===== src/rtl/stopwatch_lap_ctrl.sv =====
`default_nettype none
// +------------------------------------------------------------------------+
// | Module   : stopwatch_lap_ctrl                                          |
// | Purpose  : Run/clear sequencer and lap recorder for the stopwatch_csec |
// |            datapath. It turns button edge pulses into run/clear        |
// |            controls, stores lap times in a small buffer and selects    |
// |            the value shown on the 4-digit FND (live time or a lap).    |
// | Ports    : clk, reset_p (async, active high)                           |
// |            btn_pedge[2:0] : [0] start/stop, [1] lap/next, [2] clear    |
// |            cur_value      : live BCD time {sec10,sec1,csec10,csec1}    |
// |            run, clear     : count enable / one-cycle clear pulse       |
// |            disp_value     : BCD value for the FND driver               |
// |            lap_cnt, lap_full, state : lap status and FSM state         |
// | Options  : define STPW_LAP_FREEZE_EN to freeze the display on the      |
// |            captured lap for FREEZE_CYC cycles after a lap in RUN.      |
// | Revision : 1.0  initial release                                        |
// +------------------------------------------------------------------------+
module stopwatch_lap_ctrl #(
   parameter int LAP_DEPTH  = 4,
   parameter int LAP_AW     = 2,
   parameter int FREEZE_CYC = 100_000_000
) (
   input  logic              clk,
   input  logic              reset_p,
   input  logic [2:0]        btn_pedge,
   input  logic [15:0]       cur_value,
   output logic              run,
   output logic              clear,
   output logic [15:0]       disp_value,
   output logic [LAP_AW:0]   lap_cnt,
   output logic              lap_full,
   output logic [1:0]        state
);

   typedef enum logic [1:0] {
      ST_IDLE  = 2'd0,
      ST_RUN   = 2'd1,
      ST_PAUSE = 2'd2,
      ST_VIEW  = 2'd3
   } state_t;

   localparam int              c_cnt_w     = LAP_AW + 1;
   localparam logic [LAP_AW:0] c_lap_depth = c_cnt_w'(LAP_DEPTH);

   state_t              r_state, w_state_nxt;
   logic                r_run;
   logic                r_clear, w_clear_nxt;
   logic [15:0]         r_disp, w_disp_nxt;
   logic [LAP_AW:0]     r_lap_cnt, w_lap_cnt_nxt;
   logic                r_lap_full;
   logic [LAP_AW-1:0]   r_view_ptr, w_view_ptr_nxt;
   logic                w_lap_wr;
   logic [15:0]         r_mem [LAP_DEPTH];

   // Next-state logic. Clear beats start/stop beats lap, but only among the
   // buttons that mean something in the current state (clear is a no-op in
   // RUN, so start/stop still wins there).
   always_comb begin
      w_state_nxt    = r_state;
      w_lap_cnt_nxt  = r_lap_cnt;
      w_view_ptr_nxt = r_view_ptr;
      w_clear_nxt    = 1'b0;
      w_lap_wr       = 1'b0;
      case (r_state)
         ST_IDLE: begin
            if (btn_pedge[2]) begin
               w_clear_nxt   = 1'b1;
               w_lap_cnt_nxt = '0;
            end else if (btn_pedge[0]) begin
               w_state_nxt = ST_RUN;
            end
         end
         ST_RUN: begin
            if (btn_pedge[0]) begin
               w_state_nxt = ST_PAUSE;
            end else if (btn_pedge[1] && !r_lap_full) begin
               w_lap_wr      = 1'b1;
               w_lap_cnt_nxt = r_lap_cnt + 1'b1;
            end
         end
         ST_PAUSE, ST_VIEW: begin
            if (btn_pedge[2]) begin
               w_state_nxt   = ST_IDLE;
               w_clear_nxt   = 1'b1;
               w_lap_cnt_nxt = '0;
            end else if (btn_pedge[0]) begin
               // From VIEW start/stop only returns to PAUSE; the time base
               // stays stopped.
               w_state_nxt = (r_state == ST_PAUSE) ? ST_RUN : ST_PAUSE;
            end else if (btn_pedge[1]) begin
               if (r_state == ST_PAUSE) begin
                  if (r_lap_cnt != '0) begin
                     w_state_nxt    = ST_VIEW;
                     w_view_ptr_nxt = '0;
                  end
               end else if ({1'b0, r_view_ptr} == (r_lap_cnt - 1'b1)) begin
                  w_view_ptr_nxt = '0;
               end else begin
                  w_view_ptr_nxt = r_view_ptr + 1'b1;
               end
            end
         end
         default: w_state_nxt = ST_IDLE;
      endcase
   end

`ifdef STPW_LAP_FREEZE_EN
   localparam int                 c_frz_w    = (FREEZE_CYC > 1) ? $clog2(FREEZE_CYC) : 1;
   localparam logic [c_frz_w-1:0] c_frz_load = c_frz_w'(FREEZE_CYC - 1);

   logic [c_frz_w-1:0] r_frz_cnt;
   logic [15:0]        r_frz_val;
   logic               w_frz_act;

   // The display shows the lap on the capture edge anyway (it equals the
   // live value then), so loading FREEZE_CYC-1 yields FREEZE_CYC cycles.
   assign w_frz_act = (r_state == ST_RUN) && (r_frz_cnt != '0);

   always_ff @(posedge clk or posedge reset_p) begin
      if (reset_p) begin
         r_frz_cnt <= '0;
         r_frz_val <= '0;
      end else if (w_state_nxt != ST_RUN) begin
         r_frz_cnt <= '0;
      end else if (w_lap_wr) begin
         r_frz_cnt <= c_frz_load;
         r_frz_val <= cur_value;
      end else if (r_frz_cnt != '0) begin
         r_frz_cnt <= r_frz_cnt - 1'b1;
      end
   end

   assign w_disp_nxt = (r_state == ST_VIEW) ? r_mem[r_view_ptr] :
                       w_frz_act            ? r_frz_val         : cur_value;
`else
   localparam int c_unused_frz_cyc = FREEZE_CYC;

   assign w_disp_nxt = (r_state == ST_VIEW) ? r_mem[r_view_ptr] : cur_value;
`endif

   always_ff @(posedge clk or posedge reset_p) begin
      if (reset_p) begin
         r_state    <= ST_IDLE;
         r_run      <= 1'b0;
         r_clear    <= 1'b0;
         r_disp     <= '0;
         r_lap_cnt  <= '0;
         r_lap_full <= 1'b0;
         r_view_ptr <= '0;
      end else begin
         r_state    <= w_state_nxt;
         r_run      <= (w_state_nxt == ST_RUN);
         r_clear    <= w_clear_nxt;
         r_disp     <= w_disp_nxt;
         r_lap_cnt  <= w_lap_cnt_nxt;
         r_lap_full <= (w_lap_cnt_nxt == c_lap_depth);
         r_view_ptr <= w_view_ptr_nxt;
      end
   end

   // Lap storage has no reset; entries beyond lap_cnt are never read.
   always_ff @(posedge clk) begin
      if (w_lap_wr) begin
         r_mem[r_lap_cnt[LAP_AW-1:0]] <= cur_value;
      end
   end

   assign run        = r_run;
   assign clear      = r_clear;
   assign disp_value = r_disp;
   assign lap_cnt    = r_lap_cnt;
   assign lap_full   = r_lap_full;
   assign state      = r_state;

endmodule
`default_nettype wire


===== config.mk =====
export PLATFORM = sky130hd
export DESIGN_NAME = stopwatch_lap_ctrl
export DESIGN_NICKNAME = d
export VERILOG_FILES = /design/src/rtl/stopwatch_lap_ctrl.sv
export SDC_FILE = /design/constraint.sdc
export NUM_CORES = 1
export LEC_CHECK = 0
export ABC_AREA = 1
export CORE_UTILIZATION = 59
export DETAILED_ROUTE_END_ITERATION = 8
export GPL_TIMING_DRIVEN = 0
export PLACE_DENSITY = 0.9
export SKIP_CTS_REPAIR_TIMING = 1
export SKIP_LAST_GASP = 1
export SLEW_MARGIN = 20
export SYNTH_ARGS = -nofsm -noshare
export SYNTH_HDL_FRONTEND = slang
export SYNTH_SLANG_ARGS = --single-unit

===== constraint.sdc =====
create_clock -name clk -period 3.05 [get_ports clk]
set_clock_uncertainty 0.15 [all_clocks]
set_input_delay 0.305 -clock clk [delete_from_list [all_inputs] [get_ports clk]]
set_output_delay 0.305 -clock clk [all_outputs]
set_load 0.01 [all_outputs]

---- Word-level counts from Yosys, hierarchy flattened ----
Memories as Yosys holds them, arrays and structs flattened.
Cells that the tools add are included.
storage, ports and cells
  flip-flop bits (word level) ............. 26
  bits in writable memories ............... 64
  input bits .............................. 21
  output and inout bits ................... 24
  logic and storage cells ................. 52
  memories ................................ 1
cells by class
  add/sub/neg operators ................... 3
  equality and inequality tests ........... 7
  mux-type cells .......................... 25
  bitwise gates (word level) .............. 2
  reductions and logical operators ........ 7
memory list
  name   words  bits a word  read ports  clocked after Yosys merged registers in  wr ports  RTL line  text
  r_mem  4      16           1           0                                        1         53        logic [15:0] r_mem [LAP_DEPTH];
operators with widths
  operator             number
  $mux 2               12
  $mux 16              1
  $mux 3               3
  $mux 1               7
  $pmux 2 s3           1
  $pmux 3 s2           1
  $reduce_and 5->1     1
  $eq 2x1->1 const B   2
  $eq 2x2->1 const B   2
  $add 3x1->3 const B  1
  $eq 2x3->1           1
  $eq 3x3->1 const B   1
  $reduce_bool 3->1    1
  $reduce_or 3->1      1
  $sub 3x1->3 const B  1
  $add 2x1->2 const B  1
  $logic_not 2->1      1
  $ne 2x1->1 const B   1
  $not 1->1            2
  $reduce_or 2->1      1
  $logic_and 1x1->1    1
  $logic_not 1->1      1

---- Logic depth before layout (Yosys ltp) ----
  depth in word-level cells ............... 8
  depth in mapped cells ................... 9
  depth with buffers taken out ............ 9

---- Least setup slack after synthesis ----
Ideal clock, no wire load.
  path type ............................... register -> register
  start ................................... reg r_lap_cnt[0] (netlist: lap_cnt[0])
  end ..................................... mem r_mem[0][0], enable pin
  library setup time ...................... 0.389 ns
  data arrival time ....................... 1.504 ns
  required time ........................... 2.511 ns
  setup slack ............................. 1.007 ns
  stages on the path, launching flop included .. 5
  buffers on the path ..................... 0
  clock period less this slack ............ 2.043 ns
  cells stage by stage .................... dfrtp_1 -> inv_1 -> ha_1 -> inv_1 -> nor2_1
RTL lines
  item                    RTL line  text
  start, declared         49        logic [LAP_AW:0] r_lap_cnt, w_lap_cnt_nxt;
  start signal, assigned  155       r_lap_cnt <= w_lap_cnt_nxt;
  end, declared           53
No word-level cell before the write port.

---- Worst setup path after layout ----
  start ................................... reg r_lap_cnt[0] (netlist: lap_cnt[0])
  end ..................................... mem r_mem[0][5], enable pin
No word-level cell before the write port.

==> metrics.csv <==
stage;metric;value;unit
setup_path;crit path launch type;register;
logic_synthesis;Synth Flop Type;edfxtp_1;
floorplanning;I/O pins;45;
final_layout;final net count;394;
job;max cap viols;0;
final_layout;proportion of layout cells with a drive suffix above 1;0.1421;
floorplanning;Initial Utilization;0.6184;
sta;final hold vios;0;
setup_path;arrival time at the worst endpoint;2.00;ns
route;antenna-violating nets left;0;
sta;TNS Setup;0;ns
setup_path;CP Data Required Time;2.89;ns
place;I/O Buffers;44;
sta;f_max;461.8;MHz
floorplanning;die area;6600;um2
setup_path;CP top delay family;simple AND/OR/NAND/NOR gates;
setup_path;worst path cell trace;inv_1 > ha_1 > inv_1 > nor2_2;
logic_synthesis;synthesized flop and latch total;90;
place;dpl cells;432;
logic_synthesis;register area share after synthesis;0.6944;
pwr;Leakage;1.719;nW
sta;period utilisation layout;0.7100;
final_layout;Cell Count, Final, Fillers Out;448;
floorplanning;die width;81.24;um
place;GP Congestion;0.8193;
global_routing;grt ovf;0;
global_routing;largest net degree at the start of global routing;27;
logic_synthesis;Netlist Area Pre-Place;3705;um2
setup_path;CP bufs+invs;2;
route;Via density;5.621;
final_layout;post-layout instance area;4473;um2
route;post-detailed-route wirelength per cell;17.26;um
global_routing;initial antenna violation count;0;
sta;RSZ-0062 raised after global routing;no;
setup_path;Critical Path Most Common Cell;inv_1;
global_routing;global-route usage over all layers;0.2677;
global_routing;vias in the first global route;2553;
sta;fin. max-slew vios;0;
clock_tree;Sink Count;90;
pwr;Flop pwr share;0.456;
clock_tree;Root Driver;clkbuf_8;
setup_path;critical path start-end classification;register to register;
route;Total Wirelength;7733;um
place;area of placed instances;4262;um2
final_layout;area growth from synthesis to layout;20.74;%
pwr;Clock power frac;0.275;
setup_path;crit-path max cell delay;0.74;ns
sta;Setup Viol. Count Final;0;
logic_synthesis;Yosys warning count;0;
route;DRC;0;
floorplanning;die height;81.24;um
logic_synthesis;synthesized net count;338;
logic_synthesis;async set-reset flop share out of synthesis;0.2889;
floorplanning;row cnt;28;
setup_path;crit path max fanout;16;
final_layout;Multi-input gate area;943.4;um2
clock_tree;Reg clk slew, reported paths;0.09;ns
final_layout;FF/Latch Area;2572;um2
sta;post-layout min period;2.165;ns
pwr;Pint;0.002114;W
logic_synthesis;Avg Inst Size Synth;11.87;um2
final_layout;fillers;362;
final_layout;leading cell type in the layout, fill and taps excluded;nor2_1;
pwr;Pwr per Cell Area;689.2;nW/um2
sta;Slew @ Worst Pin;0.9742;ns
route;via count;2518;
final_layout;Antenna diodes;0;
pwr;NetSw;0.0009691;W
setup_path;Slowest cell on crit path;nor2_2;
pwr;Net Sw Frac;0.3143;
worst_hold_path;worst hold path class;input pin to asynchronous set/reset pin;
route;Initial DRC Count;277;
clock_tree;worst skew pair latency;0.36;ns
setup_path;Worst setup EP type;register;
pwr;Max VDD drop;396.2;uV
place;Final HPWL DP;4908;um
pwr;combinational power share;0.270;
status;status;finished clean;
logic_synthesis;Post-synth EDFFs;64;
clock_tree;CTS Buf Count;9;
sta;Slew Limit Headroom;0.3498;
route;First-pass DRT Iterations;5;
logic_synthesis;Synth Instances;312;
setup_path;reg2reg setup slack;0.88;ns
clock_tree;CTS tree;done;
global_routing;first-pass GRT wire length;12340;um
floorplanning;core area;5991;um2
clock_tree;CTS H-Tree Depth;3;
logic_synthesis;Yosys cell types;26;
clock_tree;clk buf depth;2;
final_layout;commonest non-fill, non-tap cells in the layout;nor2_1, edfxtp_1, clkdlybuf4s50_1, dfrtp_1, o21ai_1;
-- final cells by class --
cell class	count	share of cell area
clock inverter	6	0.01650
multi-input combinational	187	0.2109
clock buffer	10	0.03077
timing repair buffer	45	0.1018
tap	75	0.02098
buffer	13	0.02490
inverter	22	0.01902
sequential	90	0.5751
-- flip-flops by register name, indices dropped and copies added (netlist names) --
register / flops
lap_cnt: 3
run: 1
lap_full: 1
clear: 1
disp_value: 16
state: 2
r_view_ptr: 2
r_mem: 64
-- layer usage --
metal  vias up  part of all wire  GRT usage
met2       102              0.51     0.4294
li1       1176                 -          -
met4         0             0.020     0.1607
met1      1228              0.41     0.3385
met3        12             0.061    0.05169
met5         -                 0          0
-- kinds of logic after synthesis --
logic type               synth area share
AND/OR/NAND/NOR                    0.1469
flip-flops                         0.6944
AO/OA/AOI/OAI                     0.07937
buffers and inverters             0.05302
adder cells (fa/ha/maj)           0.01689
XOR/XNOR                         0.009458
-- cells in the mapped netlist, types with 4 or more instances --
cell,n,area share
nor2_1,85,0.086
edfxtp_1,64,0.52
dfrtp_1,26,0.18
o21ai_1,22,0.030
nand2_1,21,0.021
a31oi_1,16,0.027
inv_1,15,0.015
o21ai_0,11,0.015
buf_6,7,0.021
inv_2,6,0.0061
buf_2,5,0.0068
ha_1,5,0.017
a21oi_1,4,0.0054
nand3_1,4,0.0054
-- per-stage QoR --
stage | util | setup slack, ns | hold WS, ns | power (W)
4_1_cts | 0.7467 | 0.8714 | 0.3956 | 0.003086
2_1_floorplan | - | 1.007 | 0.1950 | 0.001967
6_report | 0.7467 | 0.8845 | 0.1684 | 0.003083
3_3_place_gp | 0.7076 | 0.1486 | 0.3625 | 0.002212
5_1_grt | 0.7467 | 0.7440 | 0.2475 | 0.003211
3_5_place_dp | 0.7114 | 0.5458 | 0.3760 | 0.002252
-- final timing paths --
path | startpoint | to | cells past startpoint
worst min register to register | r_mem[1][12] | disp_value[12] | 2
worst max-delay path | lap_cnt[0] | r_mem[0][5] | 4
max in group asynchronous | reset_p | r_view_ptr[1] | 2
worst min-delay path | reset_p | disp_value[9] | 2
min in group clk | r_mem[1][12] | disp_value[12] | 2
worst max register to register | lap_cnt[0] | r_mem[0][5] | 4
-- power by group through the flow --
stage / combinational, W / sequential (W) / clock (W)
global route: 0.000914 / 0.00141 / 0.000886
global placement: 0.000784 / 0.00143 / 0
CTS: 0.000831 / 0.00140 / 0.000850
finish: 0.000831 / 0.00141 / 0.000846
detailed placement: 0.000820 / 0.00143 / 0
floorplan: 0.000520 / 0.00145 / 0
No activity file was read; power rests on OpenSTA's default activity.
==> RTL edit, RTL diff (same settings) <==
Change the parameter `LAP_DEPTH` from 4 to 8.
--- a/src/rtl/stopwatch_lap_ctrl.sv
+++ b/src/rtl/stopwatch_lap_ctrl.sv
@@ -17,5 +17,5 @@
 // +------------------------------------------------------------------------+
 module stopwatch_lap_ctrl #(
-   parameter int LAP_DEPTH  = 4,
+   parameter int LAP_DEPTH  = 8,
    parameter int LAP_AW     = 2,
    parameter int FREEZE_CYC = 100_000_000
Check against the original RTL: not equivalent (a bounded check fails within 4 cycles, from zero or initial values and one cycle with reset_p high).
==> RTL edit against the original RTL <==
- setup slack gained 61 ps
- design area fell by 1.0%
- area after synthesis shrank 1.7%
- wire length grew 5.0%
- largest power group unchanged
- total power fell by 4.0%
- critical path depth increased by 1
- sequential cell count unchanged
- via count is 1.8% higher
- hold slack got worse by 19 ps
==> RTL edit: results (changes against the original RTL) <==
[grt]
grt_max_degree = 27  ; unchanged
grt_pass1_wl_mm = 12.36  ; was 12.34 mm
grtUsageTotal = 0.2705  ; was 0.2677
grt_pass1_vias = 2467  ; was 2553

[pwr]
p_leak_nw = 1.712  ; was 1.719 nW
peakVddDrop_v = 0.0004060  ; was 0.0003962 V
total_power_w = 0.002961  ; was 0.003083 W
p_int_w = 0.002022  ; was 0.002114 W
p_comb_frac = 0.242  ; was 0.270
p_clk_w = 0.000872  ; was 0.000846 W

[placed_design]
placed_area_um2 = 4209  ; was 4262 µm²
gp_congestion = 0.8087  ; was 0.8193
pre_cts_ws_ps = 568.7  ; was 545.8 ps
hpwl_mm = 5.021  ; was 4.908 mm

[synth]
synth_seq_area_share = 0.7065  ; was 0.6944
ys_types = 24  ; was 26
synthTopCellsByArea = edfxtp_1 53%, dfrtp_1 18%, nor2_1 8.9%  ; was edfxtp_1 52%, dfrtp_1 18%, nor2_1 8.6%
synth_nets = 337  ; was 338
ys_top_cells_by_count = 86 x nor2_1, 64 x edfxtp_1, 32 x o21ai_0  ; was 85 x nor2_1, 64 x edfxtp_1, 26 x dfrtp_1
synth.avg_cell_area_um2 = 11.71  ; was 11.87 µm²

[drt]
drt_iter0_drc = 332  ; was 277
via_per_inst = 5.723  ; was 5.621
avgRoutedWirePerCell_um = 18.13  ; was 17.26 µm

[critical_path]
reg2regPathDepth = 5  ; was 4
r2r_end = r_mem[2][13]  ; was r_mem[0][5]
arrival_ps = 1940  ; was 2000 ps
reg2reg_slack_ps = 950  ; was 880 ps
critPathLaunch = btn_pedge[1]  ; was lap_cnt[0]

[sta]
holdWs_ps = 149.0  ; was 168.4 ps
period_minus_slack_ps = 2104  ; was 2165 ps
slew_headroom = 0.3834  ; was 0.3498

[clock_network]
clk_pin_slew_ps = 110  ; was 90 ps

[outcome]
outcome = finished clean  ; unchanged

[finish]
n_fill_cell = 351  ; was 362
drive_above_1_share = 0.1287  ; was 0.1421

==> RTL edit: kinds of logic after synthesis <==
logic type,after synthesis,share of synthesized area
compound gates,53,0.07938
xor+xnor,4,0.009624
fa+ha+maj,5,0.01718
buf+inv,34,0.04570
flops,90,0.7065
simple gates,125,0.1416
==> RTL edit: area by class of cell <==
type / instances / area [µm²] / share of cell area
tap: 75 / 93.84 / 0.02120
buffer: 13 / 85.08 / 0.01922
clock inverter: 7 / 93.84 / 0.02120
inverter: 21 / 81.33 / 0.01837
timing repair buffer: 46 / 466.7 / 0.1054
clock buffer: 9 / 123.9 / 0.02798
sequential: 90 / 2572 / 0.5811
multi-input combinational: 187 / 909.6 / 0.2055
==> RTL edit: per-layer routing <==
layer | routed length, µm | track usage
met4 | 219 | 0.1304
met5 | 0 | 0
met3 | 532 | 0.04886
met2 | 4160 | 0.4525
met1 | 3209 | 0.3393
==> RTL edit: critical path: stages <==
cell,delay [ps]
clkdlybuf4s50_1,530
inv_1,60
nor2_1,150
nand3_2,160
nor2_2,730
